## src/rtl/dds_playback_sequencer_pkg.sv

```systemverilog
// Shared definitions for the DDS playback sequencer.
// Holds the FSM state encoding, the default field widths and the default
// run configuration used by integrators that tie the config inputs off.
package dds_playback_sequencer_pkg;

  localparam int DEF_ADDR_W   = 17;
  localparam int DEF_DATA_W   = 11;
  localparam int DEF_PERIOD_W = 16;
  localparam int DEF_LOOP_W   = 8;

  localparam int DEFAULT_PERIOD   = 10;
  localparam int DEFAULT_END_ADDR = 66583;

  typedef enum logic [1:0] {
    ST_IDLE  = 2'd0,
    ST_RUN   = 2'd1,
    ST_DRAIN = 2'd2
  } seq_state_e;

endpackage

```

## src/rtl/dds_playback_sequencer_step_timer.sv

```systemverilog
// dds_step_timer: hold counter that paces the sequencer address.
// Ports:
//   clk, reset     clock and asynchronous active-low reset
//   load           restart the hold count at 0 (first cycle of a run follows)
//   enable         count while the sequencer is running
//   period_max     last hold count value, i.e. P-1
//   step           high during the last hold cycle of the current address
module dds_step_timer #(
  parameter int PERIOD_W = 16
) (
  input  logic                clk,
  input  logic                reset,
  input  logic                load,
  input  logic                enable,
  input  logic [PERIOD_W-1:0] period_max,
  output logic                step
);

  logic [PERIOD_W-1:0] count_r;

  // Last-hold-cycle strobe, only meaningful while counting.
  always_comb begin
    if (enable) begin
      step = (count_r == period_max);
    end else begin
      step = 1'b0;
    end
  end

  // Hold counter: 0..P-1, restarted by load and after every step.
  always_ff @(posedge clk or negedge reset) begin
    if (!reset) begin
      count_r <= {PERIOD_W{1'b0}};
    end else if (load) begin
      count_r <= {PERIOD_W{1'b0}};
    end else if (enable) begin
      if (step) begin
        count_r <= {PERIOD_W{1'b0}};
      end else begin
        count_r <= count_r + PERIOD_W'(1);
      end
    end else begin
      count_r <= count_r;
    end
  end

endmodule

```

## src/rtl/dds_playback_sequencer.sv

```systemverilog
// dds_playback_sequencer: run controller for the channel A/B DDS ROMs.
// Steps a shared address 0..end_addr, holding each for `period` clocks,
// for `loop_count` passes (0 = until abort), captures the 1-cycle-latency
// ROM words and strobes data_valid once per address step.
// Ports:
//   clk, reset            clock, asynchronous active-low reset
//   start, abort          run control (abort wins, any state)
//   period/end_addr/loop_count  run configuration, latched on start
//   mem_addr, mem_en      ROM address and enable
//   douta, doutb          ROM words
//   dataa, datab, data_valid    captured words and update strobe
//   busy, done            run status, done is a 1-cycle completion pulse
module dds_playback_sequencer
  import dds_playback_sequencer_pkg::*;
#(
  parameter int ADDR_W   = DEF_ADDR_W,
  parameter int DATA_W   = DEF_DATA_W,
  parameter int PERIOD_W = DEF_PERIOD_W,
  parameter int LOOP_W   = DEF_LOOP_W
) (
  input  logic                clk,
  input  logic                reset,
  input  logic                start,
  input  logic                abort,
  input  logic [PERIOD_W-1:0] period,
  input  logic [ADDR_W-1:0]   end_addr,
  input  logic [LOOP_W-1:0]   loop_count,
  output logic [ADDR_W-1:0]   mem_addr,
  output logic                mem_en,
  input  logic [DATA_W-1:0]   douta,
  input  logic [DATA_W-1:0]   doutb,
  output logic [DATA_W-1:0]   dataa,
  output logic [DATA_W-1:0]   datab,
  output logic                data_valid,
  output logic                busy,
  output logic                done
);

  seq_state_e          state_r;
  logic [PERIOD_W-1:0] period_r;     // effective P, never 0 once latched
  logic [ADDR_W-1:0]   end_addr_r;
  logic [LOOP_W-1:0]   loop_count_r;
  logic [LOOP_W-1:0]   pass_r;
  logic                drain_r;      // second DRAIN cycle marker
  logic [1:0]          pipe_r;       // address-change -> ROM -> capture
  logic                step_s;
  logic                launch_s;
  logic                last_addr_s;
  logic                last_pass_s;
  logic [PERIOD_W-1:0] period_max_s;

  // Decodes for run launch and end-of-pass / end-of-run conditions.
  always_comb begin
    launch_s     = (state_r == ST_IDLE) && start && !abort;
    period_max_s = period_r - PERIOD_W'(1);
    last_addr_s  = (mem_addr == end_addr_r);
    if (loop_count_r != {LOOP_W{1'b0}}) begin
      last_pass_s = (pass_r == (loop_count_r - LOOP_W'(1)));
    end else begin
      last_pass_s = 1'b0;
    end
  end

  dds_step_timer #(
    .PERIOD_W (PERIOD_W)
  ) u_step_timer (
    .clk        (clk),
    .reset      (reset),
    .load       (launch_s),
    .enable     (state_r == ST_RUN),
    .period_max (period_max_s),
    .step       (step_s)
  );

  // Sequencer FSM, address/pass counters and the valid/capture pipeline.
  always_ff @(posedge clk or negedge reset) begin
    if (!reset) begin
      state_r      <= ST_IDLE;
      period_r     <= {PERIOD_W{1'b0}};
      end_addr_r   <= {ADDR_W{1'b0}};
      loop_count_r <= {LOOP_W{1'b0}};
      pass_r       <= {LOOP_W{1'b0}};
      drain_r      <= 1'b0;
      pipe_r       <= 2'b00;
      mem_addr     <= {ADDR_W{1'b0}};
      mem_en       <= 1'b0;
      dataa        <= {DATA_W{1'b0}};
      datab        <= {DATA_W{1'b0}};
      data_valid   <= 1'b0;
      busy         <= 1'b0;
      done         <= 1'b0;
    end else if (abort) begin
      // Pipeline is flushed so no stale strobe follows an abort;
      // dataa/datab keep their last value.
      state_r    <= ST_IDLE;
      pass_r     <= {LOOP_W{1'b0}};
      drain_r    <= 1'b0;
      pipe_r     <= 2'b00;
      mem_addr   <= {ADDR_W{1'b0}};
      mem_en     <= 1'b0;
      data_valid <= 1'b0;
      busy       <= 1'b0;
      done       <= 1'b0;
    end else begin
      done       <= 1'b0;
      data_valid <= pipe_r[1];
      if (pipe_r[1]) begin
        dataa <= douta;
        datab <= doutb;
      end else begin
        dataa <= dataa;
        datab <= datab;
      end
      // pipe_r[0] marks the first cycle of a new address; the ROM word for
      // it is available one cycle later and captured on the following edge.
      pipe_r <= {pipe_r[0], 1'b0};
      case (state_r)
        ST_IDLE: begin
          if (start) begin
            state_r      <= ST_RUN;
            period_r     <= (period == {PERIOD_W{1'b0}}) ? PERIOD_W'(1) : period;
            end_addr_r   <= end_addr;
            loop_count_r <= loop_count;
            pass_r       <= {LOOP_W{1'b0}};
            mem_addr     <= {ADDR_W{1'b0}};
            mem_en       <= 1'b1;
            busy         <= 1'b1;
            pipe_r       <= {pipe_r[0], 1'b1};
          end
        end
        ST_RUN: begin
          if (step_s) begin
            if (last_addr_s) begin
              mem_addr <= {ADDR_W{1'b0}};
              if (last_pass_s) begin
                state_r <= ST_DRAIN;
                drain_r <= 1'b0;
              end else begin
                pass_r <= pass_r + LOOP_W'(1);
                pipe_r <= {pipe_r[0], 1'b1};
              end
            end else begin
              mem_addr <= mem_addr + ADDR_W'(1);
              pipe_r   <= {pipe_r[0], 1'b1};
            end
          end
        end
        ST_DRAIN: begin
          if (drain_r) begin
            state_r  <= ST_IDLE;
            drain_r  <= 1'b0;
            mem_addr <= {ADDR_W{1'b0}};
            mem_en   <= 1'b0;
            busy     <= 1'b0;
            done     <= 1'b1;
          end else begin
            drain_r <= 1'b1;
          end
        end
        default: begin
          state_r  <= ST_IDLE;
          drain_r  <= 1'b0;
          pipe_r   <= 2'b00;
          mem_addr <= {ADDR_W{1'b0}};
          mem_en   <= 1'b0;
          busy     <= 1'b0;
        end
      endcase
    end
  end

endmodule

```

## config.mk

```make
export PLATFORM = sky130hd
export DESIGN_NAME = dds_playback_sequencer
export DESIGN_NICKNAME = d
export VERILOG_FILES = /design/src/rtl/dds_playback_sequencer_pkg.sv /design/src/rtl/dds_playback_sequencer_step_timer.sv /design/src/rtl/dds_playback_sequencer.sv
export SDC_FILE = /design/constraint.sdc
export NUM_CORES = 1
export LEC_CHECK = 0
export ABC_AREA = 0
export CAP_MARGIN = 20
export CORE_ASPECT_RATIO = 0.6
export CORE_MARGIN = 5
export CORE_UTILIZATION = 40
export CTS_CLUSTER_SIZE = 8
export DETAILED_ROUTE_END_ITERATION = 7
export SYNTH_ARGS = -nofsm -noshare
export SYNTH_HDL_FRONTEND = slang
export SYNTH_SLANG_ARGS = --single-unit
```

## constraint.sdc

```tcl
create_clock -name clk -period 4.9 [get_ports clk]
set_input_delay 0.98 -clock clk [delete_from_list [all_inputs] [get_ports clk]]
set_output_delay 0.98 -clock clk [all_outputs]
set_load 0.05 [all_outputs]
```

# [Word-level counts from Yosys, hierarchy flattened]
# Index checks and enable logic that the tools add are counted.
[classes] addsub=5 mul=0 n_div=0 n_lt_le_gt_ge=0 eq_ne=13 n_shift=0 n_mux=45 bitwise_logic=1 reduce_logical=15
[op_table] op="$mux W17" n=5
[op_table] op="$mux W16" n=4
[op_table] op="$pmux W17 S3" n=1
[op_table] op="$mux W8" n=5
[op_table] op="$mux W1" n=18
[op_table] op="$ne A3 B3 Y1 const B" n=6
[op_table] op="$add A17 B1 Y17 const B" n=1
[op_table] op="$eq A17 B17 Y1" n=1
[op_table] op="$add A16 B1 Y16 const B" n=1
[op_table] op="$eq A16 B16 Y1" n=1
[op_table] op="$logic_not A16 Y1" n=1
[op_table] op="$pmux W8 S2" n=1
[op_table] op="$sub A16 B1 Y16 const B" n=1
[op_table] op="$mux W2" n=7
[op_table] op="$pmux W2 S3" n=2
[op_table] op="$reduce_and A5 Y1" n=2
[op_table] op="$reduce_and A3 Y1" n=3
[op_table] op="$add A8 B1 Y8 const B" n=1
[op_table] op="$eq A8 B8 Y1" n=1
[op_table] op="$reduce_bool A8 Y1" n=1
[op_table] op="$sub A8 B1 Y8 const B" n=1
[op_table] op="$pmux W1 S3" n=2
[op_table] op="$ne A2 B2 Y1 const B" n=2
[op_table] op="$reduce_and A4 Y1" n=1
[op_table] op="other kinds (9)" n=10
[word_totals] ff_bits=112 latch_bits=0 ramBits=0 rom_bits=0 input_bits=67 output_inout_bits=43 elab_cells=93 mem_count=0

# [Depth between registers and ports, before layout]
[depth] word_depth=8 ltp_mapped=13 ltp_nobuf=10

# [Hierarchy]
# A second synthesis with hierarchy kept.
[unflattened] cells_unflattened=560 area_unflattened_um2=6138.4
[by_module_without_submodules] module="dds_playback_sequencer" instances=1 cells_per_inst=443 area_each_um2=4926.0 seq_area_each_um2=2402.3
[by_module_without_submodules] module="dds_step_timer" instances=1 cells_per_inst=117 area_each_um2=1212.4 seq_area_each_um2=400.4

# [Least setup slack after synthesis]
# Ideal clock, no wire load.
[synth_path] path_type="flip-flop to flip-flop" from="reg period_r[6]" to="reg mem_addr[3]" arrival_ps=2559 setup_slack_ps=2223 path_stages_with_launch=11 path_buffers=2 synth_period_minus_slack_ps=2677 path_cell_list="dfrtp_1 > or4_1 > nor2_1 > or4b_1 > a211oi_1 > and4_4 > nand2b_4 > buf_8 > buf_12 > a31oi_1 > a21o_1"
[synth_via] elab_chain_cells=5
[synth_rtl] item="start, declared" line="dds_playback_sequencer.sv:40" rtl="logic [PERIOD_W-1:0] period_r;"
[synth_rtl] item="start signal, assigned" line="dds_playback_sequencer.sv:79" rtl="period_r <= {PERIOD_W{1'b0}};"
[synth_rtl] item="start signal, assigned" line="dds_playback_sequencer.sv:121" rtl="period_r <= (period == {PERIOD_W{1'b0}}) ? PERIOD_W'(1) : period;"
[synth_rtl] item="$sub A16 B1 Y16" line="dds_playback_sequencer.sv:55" rtl="period_max_s = period_r - PERIOD_W'(1);"
[synth_rtl] item="$eq A16 B16 Y1" line="dds_playback_sequencer_step_timer.sv:24" rtl="step = (count_r == period_max);"
[synth_rtl] item="$mux W1" line="dds_playback_sequencer_step_timer.sv:23" rtl="if (enable) begin"
[synth_rtl] item="$ne A3 B3 Y1 (no line)"
[synth_rtl] item="$reduce_and A3 Y1 (no line)"
[synth_rtl] item="end signal, assigned" line="dds_playback_sequencer.sv:85" rtl="mem_addr <= {ADDR_W{1'b0}};"
[synth_rtl] item="end signal, assigned" line="dds_playback_sequencer.sv:99" rtl="mem_addr <= {ADDR_W{1'b0}};"
[synth_rtl] item="end signal, assigned" line="dds_playback_sequencer.sv:125" rtl="mem_addr <= {ADDR_W{1'b0}};"
[synth_rtl] item="end, declared" line="dds_playback_sequencer.sv:28" rtl="output logic [ADDR_W-1:0] mem_addr,"
# No other way between the ends.
# A chain may end at the register's enable or synchronous reset.

# [Final worst setup path]
[layout_path] from="in start" to="reg pass_r[7]"
[layout_via] elab_chain_cells=2
[layout_rtl] item="start, declared" line="dds_playback_sequencer.sv:23" rtl="input logic start,"
[layout_rtl] item="$ne A3 B3 Y1 (no line)"
[layout_rtl] item="$reduce_and A5 Y1 (no line)"
[layout_rtl] item="end signal, assigned" line="dds_playback_sequencer.sv:82" rtl="pass_r <= {LOOP_W{1'b0}};"
[layout_rtl] item="end signal, assigned" line="dds_playback_sequencer.sv:96" rtl="pass_r <= {LOOP_W{1'b0}};"
[layout_rtl] item="end signal, assigned" line="dds_playback_sequencer.sv:124" rtl="pass_r <= {LOOP_W{1'b0}};"
[layout_rtl] item="end, declared" line="dds_playback_sequencer.sv:43" rtl="logic [LOOP_W-1:0] pass_r;"
# No other way between the ends.

==> Flow_metrics.wiki <==
{| class="wikitable"
! Metric !! Value
|-
| Cell row count || 34
|-
| Clock slew at the register clock pins of the worst setup and hold paths || about 80 ps
|-
| Fill cell count || 1,319
|-
| Per-cell via count in the routed design || roughly 5.5
|-
| Final weighted congestion in routability-driven placement || 0.906
|-
| Area added between synthesis and finish || 26.1%
|-
| Part of the cycle the worst path needs || 66.9%
|-
| Maximum achievable frequency || 305 MHz
|-
| Average wire per cell in the routed design || 17.9 um
|-
| Part of the Yosys area used for sequential elements || between 40% and 50%
|-
| Reg-to-reg critical path endpoint || pass_r[7]
|-
| Yosys reg bits || 112
|-
| Synth Cell Area || 0.00605 mm^2
|-
| Data arrival time of the worst path || around 3600 ps
|-
| Crit Path Class || input pin to flop
|-
| Top flip-flop cell by instance count after synthesis || sky130_fd_sc_hd__dfrtp_1
|-
| Setup TNS || 0 ps
|-
| Number of nets in the layout || 758
|-
| Clk root buf || sky130_fd_sc_hd__clkbuf_16
|-
| Maximum VDD drop || between 0.15 and 0.2 mV
|-
| Top cell types by occurrence after synthesis || sky130_fd_sc_hd__dfrtp_1 (112), sky130_fd_sc_hd__mux2_2 (57), sky130_fd_sc_hd__nand2_1 (39), sky130_fd_sc_hd__xor2_1 (29), sky130_fd_sc_hd__nor2_1 (25)
|-
| Top cell type's share of synthesized area || 46.4%
|-
| Via count of the first global-routing pass || approximately 4,900
|-
| Largest area contributor in the netlist || sky130_fd_sc_hd__dfrtp_1
|-
| Overall die area || 0.0178 mm^2
|-
| Total routing resource utilization after global routing || a little under a fifth
|-
| Source-to-sink clock delay at the later pin of the worst-skew pair || 350 ps
|-
| CTS HTree Levels || 3
|-
| Routed WL || 15,900 um
|-
| Result of the run || finished, final reports clean
|-
| Worst hold path type || input pin to asynchronous set/reset pin
|-
| DR vias || 4,895
|-
| Critical-path cell list || clkdlybuf4s50_1 > nand2b_1 > o21bai_1 > nor4bb_1 > o2111ai_1 > o21ai_0 > a21oi_1 > nor2b_1 > mux2i_1
|-
| Number of buffers added for setup after CTS || 0
|-
| Cells resized by post-CTS repair || 0
|-
| CP max stage cell || sky130_fd_sc_hd__a21oi_1
|-
| Final Max Slew Viols || 0
|-
| Congestion Overflow GR || 0
|-
| Nature of the critical path startpoint || input pin
|-
| Number of buffers added to fix hold violations after cts || 0
|-
| Remaining antenna violation count || 0
|-
| Reg-to-reg slack, setup || around 1700 ps
|-
| Starting Density || between 40% and 50%
|-
| Final Instance Count excl. Fillers || approximately 890
|-
| Count of boundary I/O pins || 110
|-
| Number of cells traversed by the worst register-to-register path || 9
|-
| Top cell family by delay on the critical path || compound AO/OA/AOI/OAI gates
|-
| Biggest cell delay along the critical path || about 670 ps
|-
| Number of buffer cells added on primary ports || roughly 110
|-
| Power per standard cell area || roughly 360 mW/mm^2
|-
| Placed Cells incl. Taps || 870
|-
| Die Height || 105 um
|-
| Minimum clock period after layout || 3280 ps
|-
| Launch point of the worst reg-to-reg path || period_r[2]
|-
| Most repeated cell in the gate-level netlist after synthesis || sky130_fd_sc_hd__dfrtp_1
|-
| Synthesized area per cell || 10.4 um^2
|-
| Share of post-route cells with drive strength above 1 || 13.8%
|-
| Max clock buf depth || 2
|-
| LEAKAGE || 0.00327 uW
|-
| Drt initial violations || 382
|-
| Max-capacitance violation count || 0
|-
| Antenna violations before repair || 0
|-
| Number of buffers and inverters on the critical path || 1
|-
| Post-Synthesis Net Count || 655
|-
| Global-route wire length before repair || 26,200 um
|-
| DRC viols || 0
|-
| Setup Viol. Count Final || 0
|-
| Number of sinks handled by clock tree synthesis || 112
|-
| Synth top area cells || sky130_fd_sc_hd__dfrtp_1 (46%), sky130_fd_sc_hd__mux2_2 (11%), sky130_fd_sc_hd__xor2_1 (4.2%)
|-
| Count of flip-flops with a built-in enable after synthesis || 0
|-
| Setup repair after global routing missed its margin || no
|-
| Critical Path RT || about 5200 ps
|-
| Clock tree from TritonCTS || built
|-
| Setup Skew || 7.62 ps
|-
| Worst slew margin relative to its limit || approximately 45%
|-
| Maximum number of pins on one net before global-route repair || 77
|-
| Number of buffers added by the clock tree synthesis step || 9
|-
| Dpl hpwl || around 12,000 um
|-
| Core area || 0.0146 mm^2
|-
| Length of the first detailed-routing pass in iterations || 5
|-
| Top fanout value on the critical path || 12
|-
| Share of synthesized flip-flops with an asynchronous set or reset || 100%
|-
| Worst Max-Slew Pin Slew || 826 ps
|-
| Final hold violation count || 0
|-
| Syn Inst Count || 582
|-
| Number of unique standard cell types used by synthesis || 59
|-
| Type of destination of the critical path || flop
|-
| Chip Width || 169 um
|-
| Ys Warns || 0
|-
| Antenna cell count || 0
|}
==> area by class of cell <==
| class | instances | area, um^2 | area share, % |
|---|---|---|---|
| repair buffers | 116 | 1180 | 15.5 |
| flip-flops and latches | 112 | 2800 | 36.8 |
| multi-input cells | 429 | 3040 | 39.9 |
| inverters | 17 | 63.8 | 0.837 |
| clock buffers | 9 | 225 | 2.95 |
| clock inverters | 7 | 63.8 | 0.837 |
| well taps | 198 | 248 | 3.25 |
==> flip-flops by register name, summed over array words and instances, names as in the netlist <==
register	cells
pipe_r	2
data_valid	1
loop_count_r	8
dataa	11
datab	11
mem_addr	17
state_r	2
done	1
u_step_timer.count_r	16
pass_r	8
end_addr_r	17
busy	1
drain_r	1
period_r	16
==> metrics by stage <==
step / util [%] / hold slack [ps] / power (uW) / cell area [um^2] / setup WS, ps
CTS: 51.7 / 485 / 2770 / 7570 / 1700
detailed placement: 49.8 / 472 / 2040 / 7280 / 1340
floorplan: - / 460 / 1750 / 6050 / 2220
global placement: 49.8 / 465 / 2020 / 7280 / 1490
finish: 52.1 / 479 / 2750 / 7620 / 1620
global route: 52.1 / 493 / 2900 / 7620 / 1310
==> layout by cell type (no fill, tap or decap), types with 18 or more instances in the layout <==
cell / synthesis / layout
sky130_fd_sc_hd__nor2_1: 25 / 25
sky130_fd_sc_hd__xor2_1: 29 / 29
sky130_fd_sc_hd__dfrtp_1: 112 / 112
sky130_fd_sc_hd__nand2_1: 39 / 39
sky130_fd_sc_hd__clkdlybuf4s50_1: 0 / 108
sky130_fd_sc_hd__o21ai_0: 20 / 20
sky130_fd_sc_hd__a21oi_1: 24 / 24
sky130_fd_sc_hd__xnor2_1: 19 / 19
sky130_fd_sc_hd__nand3_1: 18 / 18
sky130_fd_sc_hd__mux2_2: 57 / 57
==> worst register-to-register path, stage by stage, from the launching register on <==
cell and delay, ps:
sky130_fd_sc_hd__dfrtp_1 440, sky130_fd_sc_hd__nor4_1 290, sky130_fd_sc_hd__buf_4 220, sky130_fd_sc_hd__nand2_1 100, sky130_fd_sc_hd__or4b_1 580, sky130_fd_sc_hd__a21oi_1 200
sky130_fd_sc_hd__nand4_1 150, sky130_fd_sc_hd__a21oi_1 710, sky130_fd_sc_hd__nor2b_1 240, sky130_fd_sc_hd__mux2i_1 210
==> power breakdown <==
part / internal, uW / switching (uW)
logic: 365 / 461
registers: 1060 / 141
clock network: 357 / 370
total: 1780 / 971
==> cell families (layout without fill, tap and decap cells) <==
group / Yosys count / count (layout) / synth area share (%)
and+or+nand+nor: 193 / 193 / 17.5
DFF: 112 / 112 / 46.4
muxes: 64 / 64 / 11.8
adders and majority gates: 6 / 6 / 1.24
buffers and inverters: 41 / 149 / 3.48
xor gates and xnor gates: 48 / 48 / 6.95
AOI/OAI and AO/OA: 118 / 118 / 12.6
==> layer usage <==
layer  vias up  share of wire, %  wire, um  track usage, %
li1       2331                 -         -               -
met2       155                41      6460            25.1
met3        11               7.2      1150            4.83
met1      2398                52      8190            28.2
met4         0              0.47        75            3.36
met5         -                 0         0               0
==> worst max-delay path by stage <==
stage / cells past startpoint / slack [ps] / endpoint / startpoint
after global placement: 9 / 1490 / pass_r[5] / start
after global routing: 9 / 1310 / pass_r[6] / start
after detailed placement: 9 / 1340 / pass_r[6] / start
final: 9 / 1620 / pass_r[7] / start
after floorplan: 10 / 2220 / mem_addr[3] / period_r[6]
after CTS: 9 / 1700 / pass_r[6] / start
No activity file was read; power rests on OpenSTA's default activity.
